`config.mk`:
```
export PLATFORM = sky130hd
export DESIGN_NAME = uart_rx
export DESIGN_NICKNAME = d
export VERILOG_FILES = /design/src/rtl/uart_pkg.sv /design/src/rtl/uart_sync.sv /design/src/rtl/uart_rx.sv
export SDC_FILE = /design/constraint.sdc
export NUM_CORES = 1
export LEC_CHECK = 0
export ABC_AREA = 1
export ABC_CLOCK_PERIOD_IN_PS = 4600
export CAP_MARGIN = 10
export CORE_MARGIN = 2
export CORE_UTILIZATION = 45
export CTS_CLUSTER_SIZE = 28
export DETAILED_ROUTE_END_ITERATION = 8
export PLACE_DENSITY_LB_ADDON = 0.12
export SLEW_MARGIN = 20
export SYNTH_ARGS = -nofsm -noshare
export SYNTH_HDL_FRONTEND = slang
export SYNTH_SLANG_ARGS = --single-unit
```
`constraint.sdc`:
```
create_clock -name clk -period 4.6 [get_ports clk]
set_clock_uncertainty 0.05 [all_clocks]
set_input_delay 0.69 -clock clk [delete_from_list [all_inputs] [get_ports clk]]
set_output_delay 0.69 -clock clk [all_outputs]
set_load 0.01 [all_outputs]
```
`src/rtl/uart_pkg.sv`:
```
// Shared types and constants for the UART receiver.
// UART_RX_PARITY_EN adds the PARITY state to the state enum.
package uart_pkg;
  localparam int UART_DATA_BITS    = 8;
  localparam int UART_CLKS_PER_BIT = 868;

  typedef enum logic [2:0] {
    IDLE,
    START,
    DATA,
`ifdef UART_RX_PARITY_EN
    PARITY,
`endif
    STOP
  } uart_rx_state_t;
endpackage

```
`src/rtl/uart_sync.sv`:
```
// Two-flop synchronizer with a configurable reset value.
module uart_sync #(
  parameter logic RST_VAL = 1'b1
) (
  input  logic clk,
  input  logic rst,
  input  logic d,
  output logic q
);
  logic meta;

  always_ff @(posedge clk) begin
    if (rst) begin
      meta <= RST_VAL;
      q    <= RST_VAL;
    end else begin
      meta <= d;
      q    <= meta;
    end
  end
endmodule

```
`src/rtl/uart_rx.sv`:
```
// UART receiver, 8 data bits, LSB first, mid-bit sampling, valid/ready output.
// Define UART_RX_PARITY_EN for a parity bit, parity_odd input and parity_err flag.
module uart_rx
  import uart_pkg::*;
#(
  parameter int CLKS_PER_BIT = UART_CLKS_PER_BIT,
  parameter int DATA_BITS    = UART_DATA_BITS
) (
  input  logic                      clk,
  input  logic                      rst,
  input  logic                      rx_enable,
  input  logic                      rxd,
  output logic [UART_DATA_BITS-1:0] rx_data,
  output logic                      rx_valid,
  input  logic                      rx_ready,
  output logic                      frame_err,
  output logic                      overrun,
`ifdef UART_RX_PARITY_EN
  input  logic                      parity_odd,
  output logic                      parity_err,
`endif
  input  logic                      err_clr
);
  localparam int CW = $clog2(CLKS_PER_BIT);
  localparam int BW = $clog2(DATA_BITS);
  localparam logic [CW-1:0] LAST    = CW'(CLKS_PER_BIT - 1);
  localparam logic [CW-1:0] HALF_M1 = CW'(CLKS_PER_BIT / 2 - 1);
  localparam logic [BW-1:0] LAST_BIT = BW'(DATA_BITS - 1);

  if (CLKS_PER_BIT < 4) begin : g_bad_cfg
    $error("uart_rx: CLKS_PER_BIT must be >= 4");
  end

  uart_rx_state_t       state, state_n;
  logic [CW-1:0]        cnt;
  logic [BW-1:0]        bit_cnt;
  logic [DATA_BITS-1:0] shreg;
  logic                 rxd_s, rxd_q;
  logic                 fall, tick_half, tick_bit;
  logic                 data_smp, deliver, frame_set;

  uart_sync #(.RST_VAL(1'b1)) u_sync (
    .clk (clk),
    .rst (rst),
    .d   (rxd),
    .q   (rxd_s)
  );

  always_ff @(posedge clk) begin
    if (rst) rxd_q <= 1'b1;
    else     rxd_q <= rxd_s;
  end

  assign fall      = rxd_q & ~rxd_s;
  assign tick_half = (cnt == HALF_M1);
  assign tick_bit  = (cnt == LAST);

  // state register
  always_ff @(posedge clk) begin
    if (rst) state <= IDLE;
    else     state <= state_n;
  end

  // next state; losing rx_enable mid-frame aborts without side effects
  always_comb begin
    state_n = state;
    if (state != IDLE && !rx_enable) begin
      state_n = IDLE;
    end else begin
      case (state)
        IDLE:   if (fall && rx_enable) state_n = START;
        START:  if (tick_half) state_n = rxd_s ? IDLE : DATA;
`ifdef UART_RX_PARITY_EN
        DATA:   if (tick_bit && bit_cnt == LAST_BIT) state_n = PARITY;
        PARITY: if (tick_bit) state_n = STOP;
`else
        DATA:   if (tick_bit && bit_cnt == LAST_BIT) state_n = STOP;
`endif
        STOP:   if (tick_bit) state_n = IDLE;
        default: state_n = IDLE;
      endcase
    end
  end

`ifdef UART_RX_PARITY_EN
  logic par_set;
`endif

  // output decode
  always_comb begin
    data_smp  = rx_enable && state == DATA && tick_bit;
    deliver   = rx_enable && state == STOP && tick_bit && rxd_s;
    frame_set = rx_enable && state == STOP && tick_bit && !rxd_s;
`ifdef UART_RX_PARITY_EN
    par_set   = rx_enable && state == PARITY && tick_bit &&
                (rxd_s != (^shreg ^ parity_odd));
`endif
  end

  // bit timer restarts on every state change so each phase is measured from its entry
  always_ff @(posedge clk) begin
    if (rst || state == IDLE || state_n != state) cnt <= '0;
    else if (tick_bit)                            cnt <= '0;
    else                                          cnt <= cnt + 1'b1;
  end

  always_ff @(posedge clk) begin
    if (rst) begin
      bit_cnt <= '0;
      shreg   <= '0;
    end else begin
      if (state == IDLE && state_n == START) bit_cnt <= '0;
      else if (data_smp)                     bit_cnt <= bit_cnt + 1'b1;
      if (data_smp) shreg <= {rxd_s, shreg[DATA_BITS-1:1]};
    end
  end

  // delivery and sticky flags; a set on the same edge beats err_clr
  always_ff @(posedge clk) begin
    if (rst) begin
      rx_data   <= '0;
      rx_valid  <= 1'b0;
      frame_err <= 1'b0;
      overrun   <= 1'b0;
    end else begin
      if (deliver && (!rx_valid || rx_ready)) begin
        rx_data  <= shreg;
        rx_valid <= 1'b1;
      end else if (rx_valid && rx_ready) begin
        rx_valid <= 1'b0;
      end
      frame_err <= frame_set | (frame_err & ~err_clr);
      overrun   <= (deliver && rx_valid && !rx_ready) | (overrun & ~err_clr);
    end
  end

`ifdef UART_RX_PARITY_EN
  always_ff @(posedge clk) begin
    if (rst) parity_err <= 1'b0;
    else     parity_err <= par_set | (parity_err & ~err_clr);
  end
`endif
endmodule

```
# Yosys cells after proc, flatten, opt, wreduce, memory -nomap -nowiden
# Index checks and enable logic that the tools add are counted.
# totals
register_bits	38
elab_cells	63
inputBits	6
# op_classes
n_bitwise	7
eq_ne	8
reduce_logical	26
n_mux	9
add_sub_neg	2
# op_table
cell	n
3-bit 2-to-1 mux	5
1-bit logical AND	14
3-bit one-hot mux with 4 select lines	1
10-bit by 1-bit adder with 10-bit output (second input constant)	1
10-bit equality test (second input constant)	1
10-bit by 9-bit equality test with 1-bit output (second input constant)	1
3-bit by 1-bit equality test with 1-bit output (second input constant)	2
3-bit by 2-bit equality test with 1-bit output (second input constant)	2
1-bit logical NOT	4
2-bit OR reduction	2
3-bit by 1-bit adder with 3-bit output (second input constant)	1
1-bit AND	3
3-bit equality test (second input constant)	1
3-bit logical NOT	1
1-bit logical OR	3
3-bit inequality test	1
3-bit nonzero test	1
1-bit 2-to-1 mux	2
2-bit 2-to-1 mux	1
1-bit inverter	2
1-bit bitwise OR	2
2-bit nonzero test	1

# Longest topological paths before layout
# Gate-level depths: netlist (run 1).
# depth
ltp_word	9
depth_mapped	12
mapped_depth_nobuf	12

# Cells and area by module
# From an unflattened synthesis (run 1), not the netlist that was laid out.
# unflattened
hier_cells	215
area_unflattened_um2	1625.3
# modules_own_cells
module	instances	area_per_inst_um2	cells_each	seq_area_each_um2
uart_rx	1	1566.5	208	720.7
uart_sync	1	58.8	7	40.0

# Worst setup path before layout (run 1)
# Ideal clock, no wire load.
# synth_timing
path_type	register to register
startpoint	reg cnt[0]
endpoint	reg cnt[2]
stages_incl_launch_ff	11
arrival_ns	1.441
period_less_slack_ns	1.607
setup_ns	0.117
setup_slack_ns	2.993
path_buffers	0
cell_sequence	dfxtp_1 ha_1 nand3_2 nor2_4 nand2_4 nand2_2 nand3_2 a21oi_2 nor2_4 nand2_4 nor2_2
# synth_between
elab_chain_cells	8
word_cells_on_any_way	12
classes_between	add/sub: 1; eq/ne: 3; mux: 5; reduce/logical: 3
# synth_lines
item	line_no	text
start: declaration	uart_rx.sv:35	logic [CW-1:0] cnt;
start signal: assignment	uart_rx.sv:104	else cnt <= cnt + 1'b1;
10-bit equality test	uart_rx.sv:56	assign tick_bit = (cnt == LAST);
1-bit logical AND	uart_rx.sv:77	DATA: if (tick_bit && bit_cnt == LAST_BIT) state_n = STOP;
3-bit 2-to-1 mux	uart_rx.sv:77	
3-bit one-hot mux with 4 select lines	uart_rx.sv:70	case (state)
3-bit 2-to-1 mux	uart_rx.sv:67	if (state != IDLE && !rx_enable) begin
3-bit inequality test	uart_rx.sv:102	if (rst || state == IDLE || state_n != state) cnt <= '0;
1-bit logical OR	uart_rx.sv:102	
2-bit OR reduction (no line)	n/a	
# Parallel ways exist; a longest one is shown, timed or not.
# A chain may end at the register's enable or synchronous reset.

# Worst setup path in the final report (run 1)
# layout_timing
startpoint	in rst
endpoint	reg cnt[4]
# layout_between
elab_chain_cells	3
# layout_lines
item	line_no	text
start: declaration	uart_rx.sv:10	input logic rst,
1-bit logical OR (2 in a row)	uart_rx.sv:102	
2-bit OR reduction (no line)	n/a	
# No other way between the ends.

==> results of run 1 <==
==> area by class of cell <==
type / count / area [sq um] / area share
Inverter: 29 / 111 / 0.0551
Tap cell: 48 / 60.1 / 0.0297
Sequential cell: 38 / 761 / 0.376
Multi-Input combinational cell: 136 / 850 / 0.420
Timing Repair Buffer: 16 / 160 / 0.0793
Clock buffer: 5 / 68.8 / 0.0341
Clock inverter: 2 / 10.0 / 0.00495
==> cells in the mapped netlist, types with 4 or more instances <==
cell type  count
inv_2          4
nand3_2        4
xor2_1         7
ha_1           4
nor2_1        15
dfxtp_1       38
nor2_2        10
o21ai_0       15
inv_1         24
nand3_1       13
nand2_1       22
a21oi_1       18
==> per-stage QoR <==
step / utilization / setup slack [ns]
after CTS: 0.544 / 2.40
after global placement: 0.523 / 2.18
after global routing: 0.544 / 2.25
after floorplan: - / 2.99
after detailed placement: 0.523 / 2.12
final: 0.544 / 2.43
==> metal layers <==
layer / vias to the layer above / GRT usage
met5: - / 0
met4: 0 / 0.0663
met3: 7 / 0.0473
met2: 15 / 0.271
met1: 587 / 0.176
li1: 695 / -
==> worst reg2reg max path: cells and delay by family (launching register included) <==
family                     cells  cell delay [ns]
AOI/OAI and AO/OA              2             0.30
DFF                            1             0.40
and+or+nand+nor                5             0.69
adders and majority gates      1             0.26
buffers and inverters          1             0.09
==> registers in the layout (all words and copies together), names as in the netlist <==
signal / flops
u_sync.q: 1
cnt: 10
bit_cnt: 3
overrun: 1
rx_valid: 1
frame_err: 1
rxd_q: 1
u_sync.meta: 1
shreg: 8
state: 3
rx_data: 8
==> worst max-delay path by stage <==
stage                   to  startpoint
detailed placement  cnt[4]         rst
floorplan           cnt[2]      cnt[0]
CTS                 cnt[4]         rst
finish              cnt[4]         rst
global route        cnt[5]         rst
global placement    cnt[7]         rst
==> cell usage in the layout, fill, tap and decap left out, types with 2 or more instances in the layout <==
cell             count
nor3_1               2
dfxtp_1             38
clkbuf_8             5
nor2_4               3
nor2_1              15
clkdlybuf4s50_1     16
xor2_1               7
nand2_4              2
inv_1               24
clkinv_2             2
nand3_2              4
nand2_2              3
inv_2                4
a21oi_1             18
o21ai_2              3
or2_2                3
ha_1                 4
nand2_1             22
a21oi_2              3
nor2_2              10
nand3_1             13
o21ai_0             15
==> logic make-up (layout without fill, tap and decap cells) <==
group / after synthesis / count (layout)
other cells: 1 / 1
fa+ha+maj: 4 / 4
xor+xnor: 8 / 8
compound gates: 40 / 40
flops: 38 / 38
simple gates: 83 / 83
buf+inv: 34 / 52
==> power breakdown <==
group | leakage [nW] | switching, W | internal (W) | total [W]
sequential | 0.307 | 0.00000218 | 0.000331 | 0.000333
combinational | 0.437 | 0.0000126 | 0.00000794 | 0.0000205
clock | 0.0438 | 0.000108 | 0.000102 | 0.000210
==> results.json, run 1 <==
{
  "wirelength_met1_um": 1350,
  "r2r_start": "cnt[0]",
  "ys_ff_latch": 38,
  "worst_pin_slew_ns": 0.542,
  "fin_tns_setup_ns": 0,
  "cts_tree": "built",
  "pwr_density_cell_mw_per_mm2": 279,
  "cts_hold_buf": 0,
  "dr.pass1.iters": 4,
  "clk-insertion-delay-late_ns": 0.28,
  "synth_top_family_by_area": "simple AND/OR/NAND/NOR gates",
  "cts_setup_buffers": 0,
  "die_w_um": 66.6,
  "via_count": 1304,
  "crit_fanout": 20,
  "core-area_sq_mm": 0.00372,
  "finalHoldViolations": 0,
  "synthSimpleGateAreaFrac": 0.284,
  "synth_compound_area_frac": 0.128,
  "hold_depth": 1,
  "critPathLaunchType": "input port",
  "async_flop_share": 0,
  "drt-total-wl_um": 3030,
  "worst-path-stages": 8,
  "dieArea_sq_mm": 0.00443,
  "antenna_found_initial": 0,
  "cts.sinks": 38,
  "peakVddDrop_v": 0.000203,
  "drive_gt1_frac": 0.208,
  "grt_pass1_vias": 1272,
  "syn_area_sq_mm": 0.00176,
  "syn_inst": 208,
  "fp-row-count": 22,
  "worstHoldStart": "u_sync.meta",
  "synth_xor_area_frac": 0.0397,
  "period_minus_slack_ns": 2.17,
  "wl_met3_um": 107,
  "post-route-period-util": 0.473,
  "design_area_sq_mm": 0.00202,
  "grt_pass1_wl_um": 5240,
  "rsz0062_at_grt": "no",
  "cp_num_buf_inv": 2,
  "yosys_warnings": 0,
  "required_ns": 4.77,
  "critical_path_class": "input port to flop",
  "grt_remaining_overflow": 0,
  "hold_class": "flop to flop",
  "clock_path_buffers": 2,
  "drc": 0,
  "synth_ff_type": "dfxtp_1",
  "syn_to_final_growth_pct": 14.6,
  "synth_nets": 218,
  "r2r_cells": 9,
  "ctsRootBufferMaster": "clkbuf_8",
  "finalPower_w": 0.000563,
  "setup_viol": 0,
  "grt_start_max_net_pins": 21,
  "whs_ns": 0.369,
  "worst_path_largest_cell_delay_ns": 0.52,
  "synthDistinctLibCells": 33,
  "postSynthAreaPerCell_sq_um": 8.48,
  "clkTransAtPathRegs_ns": 0.07,
  "cp-end-kind": "flop",
  "initial_utilization": 0.474,
  "insertedDiodeCount": 0,
  "dp.cells": 267,
  "crit_family": "buffers and inverters",
  "placed_area_sq_mm": 0.00194,
  "nFillCells": 351,
  "wl_met2_um": 1530,
  "fmax_ghz": 0.460,
  "num_io_pins": 17,
  "cts-htree-levels": 2,
  "synth_top_area_share": 0.432,
  "crit_chain": "clkdlybuf4s50_1 > inv_1 > nand3_1 > nor2_1 > nand2_2 > nor2_4 > nand2_4 > nor2_2",
  "cts_resized": 0,
  "drtIter0Drc": 48,
  "dp_hpwl_um": 2300,
  "yosysSeqAreaShare": 0.432,
  "die_h_um": 66.6,
  "critPathArrivalTime_ns": 2.35,
  "grt.total_usage": 0.156,
  "synthAdderAreaFrac": 0.0284,
  "gp_congestion": 0.837,
  "status": "completed",
  "yosys-top-cells-area": "dfxtp_1 (43%), a21oi_1 (5.1%), inv_1 (5.1%), nand2_1 (4.7%), o21ai_0 (4.3%)",
  "highest_layer": "met4",
  "r2r_end": "rx_data[3]",
  "cpMaxStageDelayCell": "clkdlybuf4s50_1",
  "holdPathEnd": "u_sync.q",
  "via_per_inst": 4.76,
  "nets": 236,
  "maxCapViolations": 0,
  "relSlewSlack": 0.638,
  "final-max-slew-violation-count": 0,
  "ant_nets": 0,
  "worst-r2r-setup-slack_ns": 2.74,
  "p_leak_nw": 0.788,
  "synthMuxAreaShare": 0,
  "instances_no_fill": 274,
  "yosysTopAreaCell": "dfxtp_1",
  "wl_per_cell_um": 11.1,
  "cts_buffers": 5,
  "synth_edf_count": 0,
  "portBuffers": 16
}
(Power assumes the default switching activity.)
==> run 2, diff against run 1 <==
--- a/config.mk
+++ b/config.mk
@@ -6,7 +6,7 @@
 export NUM_CORES = 1
 export LEC_CHECK = 0
 export ABC_AREA = 1
-export ABC_CLOCK_PERIOD_IN_PS = 4600
+export ABC_CLOCK_PERIOD_IN_PS = 1900
 export CAP_MARGIN = 10
 export CORE_MARGIN = 2
 export CORE_UTILIZATION = 45
==> constraint.sdc (replaced) <==
create_clock -name clk -period 1.9 [get_ports clk]
set_clock_uncertainty 0.05 [all_clocks]
set_input_delay 0.285 -clock clk [delete_from_list [all_inputs] [get_ports clk]]
set_output_delay 0.285 -clock clk [all_outputs]
set_load 0.01 [all_outputs]
==> run 2 against run 1 <==
Global-route usage increased by 1.3 points. Sequential power up 140%. Final cell count up 3.3%. Critical path depth is 2 higher. Critical path type is now flop to flop. Largest power group unchanged.
==> results.json, run 2 (synthesis gave the netlist of run 1 again) <==
{
  "cts_tree": "built",
  "maxCapViolations": 0,
  "final_cell_mix": "dfxtp_1 (38), inv_1 (24), nand2_1 (22), a21oi_1 (18), clkdlybuf4s50_1 (16)",
  "dp_hpwl_um": 2380,
  "grt_start_max_net_pins": 21,
  "pwr_density_cell_mw_per_mm2": 679,
  "cts-htree-levels": 2,
  "syn_to_final_growth_pct": 19.8,
  "period_minus_slack_ns": 1.72,
  "layout_commonest_cell": "dfxtp_1",
  "wl_per_cell_um": 11.4,
  "antenna_found_initial": 0,
  "post-route-period-util": 0.906,
  "dp.cells": 271,
  "portBuffers": 16,
  "ant_nets": 0,
  "clk-insertion-delay-late_ns": 0.29,
  "relSlewSlack": 0.559,
  "critical_path_class": "flop to flop",
  "final-max-slew-violation-count": 0,
  "via_per_inst": 4.84,
  "fin_tns_setup_ns": 0,
  "nets": 244,
  "gp_congestion": 0.798,
  "grt_pass1_vias": 1322,
  "hold_class": "flop to flop",
  "cts_buffers": 5,
  "insertedDiodeCount": 0,
  "finalPower_w": 0.00143,
  "status": "completed",
  "peakVddDrop_v": 0.000475,
  "die_h_um": 66.6,
  "dr.pass1.iters": 5,
  "grt_remaining_overflow": 0,
  "ctsRootBufferMaster": "clkbuf_8",
  "instances_no_fill": 283,
  "critPathArrivalTime_ns": 1.91,
  "setup_viol": 0,
  "required_ns": 2.09,
  "worst_pin_slew_ns": 0.659,
  "core-area_sq_mm": 0.00372,
  "drc": 0,
  "crit_fanout": 8,
  "drive_gt1_frac": 0.243,
  "via_count": 1369,
  "dieArea_sq_mm": 0.00443,
  "largest-register": "cnt",
  "num_io_pins": 17,
  "grt_pass1_wl_um": 5620,
  "initial_utilization": 0.474,
  "drt-total-wl_um": 3230,
  "cts_hold_buf": 0,
  "cts.sinks": 38,
  "fmax_ghz": 0.581,
  "drtIter0Drc": 32,
  "rsz0062_at_grt": "no",
  "die_w_um": 66.6,
  "critPathLaunchType": "flop",
  "reg_top3": "cnt (10), rx_data (8), shreg (8)",
  "nFillCells": 363,
  "fp-row-count": 22,
  "largest_reg_flops": 10,
  "grt.total_usage": 0.169,
  "clock_path_buffers": 2,
  "finalHoldViolations": 0,
  "cp-end-kind": "flop",
  "p_leak_nw": 0.827,
  "clkTransAtPathRegs_ns": 0.07
}
## run 2: changes by cell type in the layout (fill, tap and decap cells not counted)
| cell | delta |
|---|---|
| clkinvlp_4 | +1 |
| nor2_4 | +1 |
| buf_4 | +7 |
| nand2_4 | -1 |
| ha_1 | -1 |
| clkbuf_8 | +1 |
| nand2_8 | +1 |
| clkinv_2 | -1 |
| ha_2 | +1 |
## run 2: area by class of cell
class | instances | area [sq um] | share of cell area
multi-input cells | 137 | 872 | 0.413
flip-flops and latches | 38 | 761 | 0.360
repair buffers | 23 | 213 | 0.101
inverters | 29 | 111 | 0.0527
clock buffers | 6 | 82.6 | 0.0391
well taps | 48 | 60.1 | 0.0284
clock inverters | 2 | 12.5 | 0.00592
## run 2: report_power, final
| group | leakage (nW) | internal, W | total [W] | switching [W] |
|---|---|---|---|---|
| clock | 0.0472 | 0.000291 | 0.000572 | 0.000280 |
| combinational | 0.473 | 0.0000248 | 0.0000576 | 0.0000329 |
| sequential | 0.307 | 0.000801 | 0.000806 | 0.00000456 |
| total | 0.827 | 0.00112 | 0.00143 | 0.000318 |
## run 2: metrics by stage
step	setup slack, ns	hold slack, ns	utilization	instance area [sq um]
5_1_grt	0.00264	0.380	0.568	2110
3_3_place_gp	0.168	0.344	0.531	1970
3_5_place_dp	0.121	0.350	0.531	1970
2_1_floorplan	0.293	0.304	-	1760
4_1_cts	0.121	0.368	0.556	2070
6_report	0.178	0.366	0.568	2110
## run 2: routing by layer
metal  global-route usage  part of all wire
met1                0.187              0.43
met2                0.298              0.52
met3               0.0557             0.032
met4               0.0612             0.016
met5                    0                 0
## run 2: final timing paths
check	startpoint	end	slack [ns]	depth (start not counted)
min reg2reg	u_sync.meta	u_sync.q	0.37	1
min	u_sync.meta	u_sync.q	0.37	1
max reg2reg	cnt[1]	rx_data[6]	0.18	10
max	cnt[1]	rx_data[6]	0.18	10
## run 2: critical path, cell delays in order (launching register included)
cell     delay [ns]
dfxtp_1        0.36
ha_2           0.22
nand3_2        0.11
nor2_4         0.12
nand2_4        0.07
inv_4          0.09
nand4_4        0.15
nor2_8         0.20
buf_4          0.14
o21ai_2        0.05
a21oi_2        0.09
## run 2: what timing repair did
item                                    4_1_cts  5_1_grt
buffers inserted                              0        3
endpoints found under the setup margin        0        2
gates resized for setup                       0        2
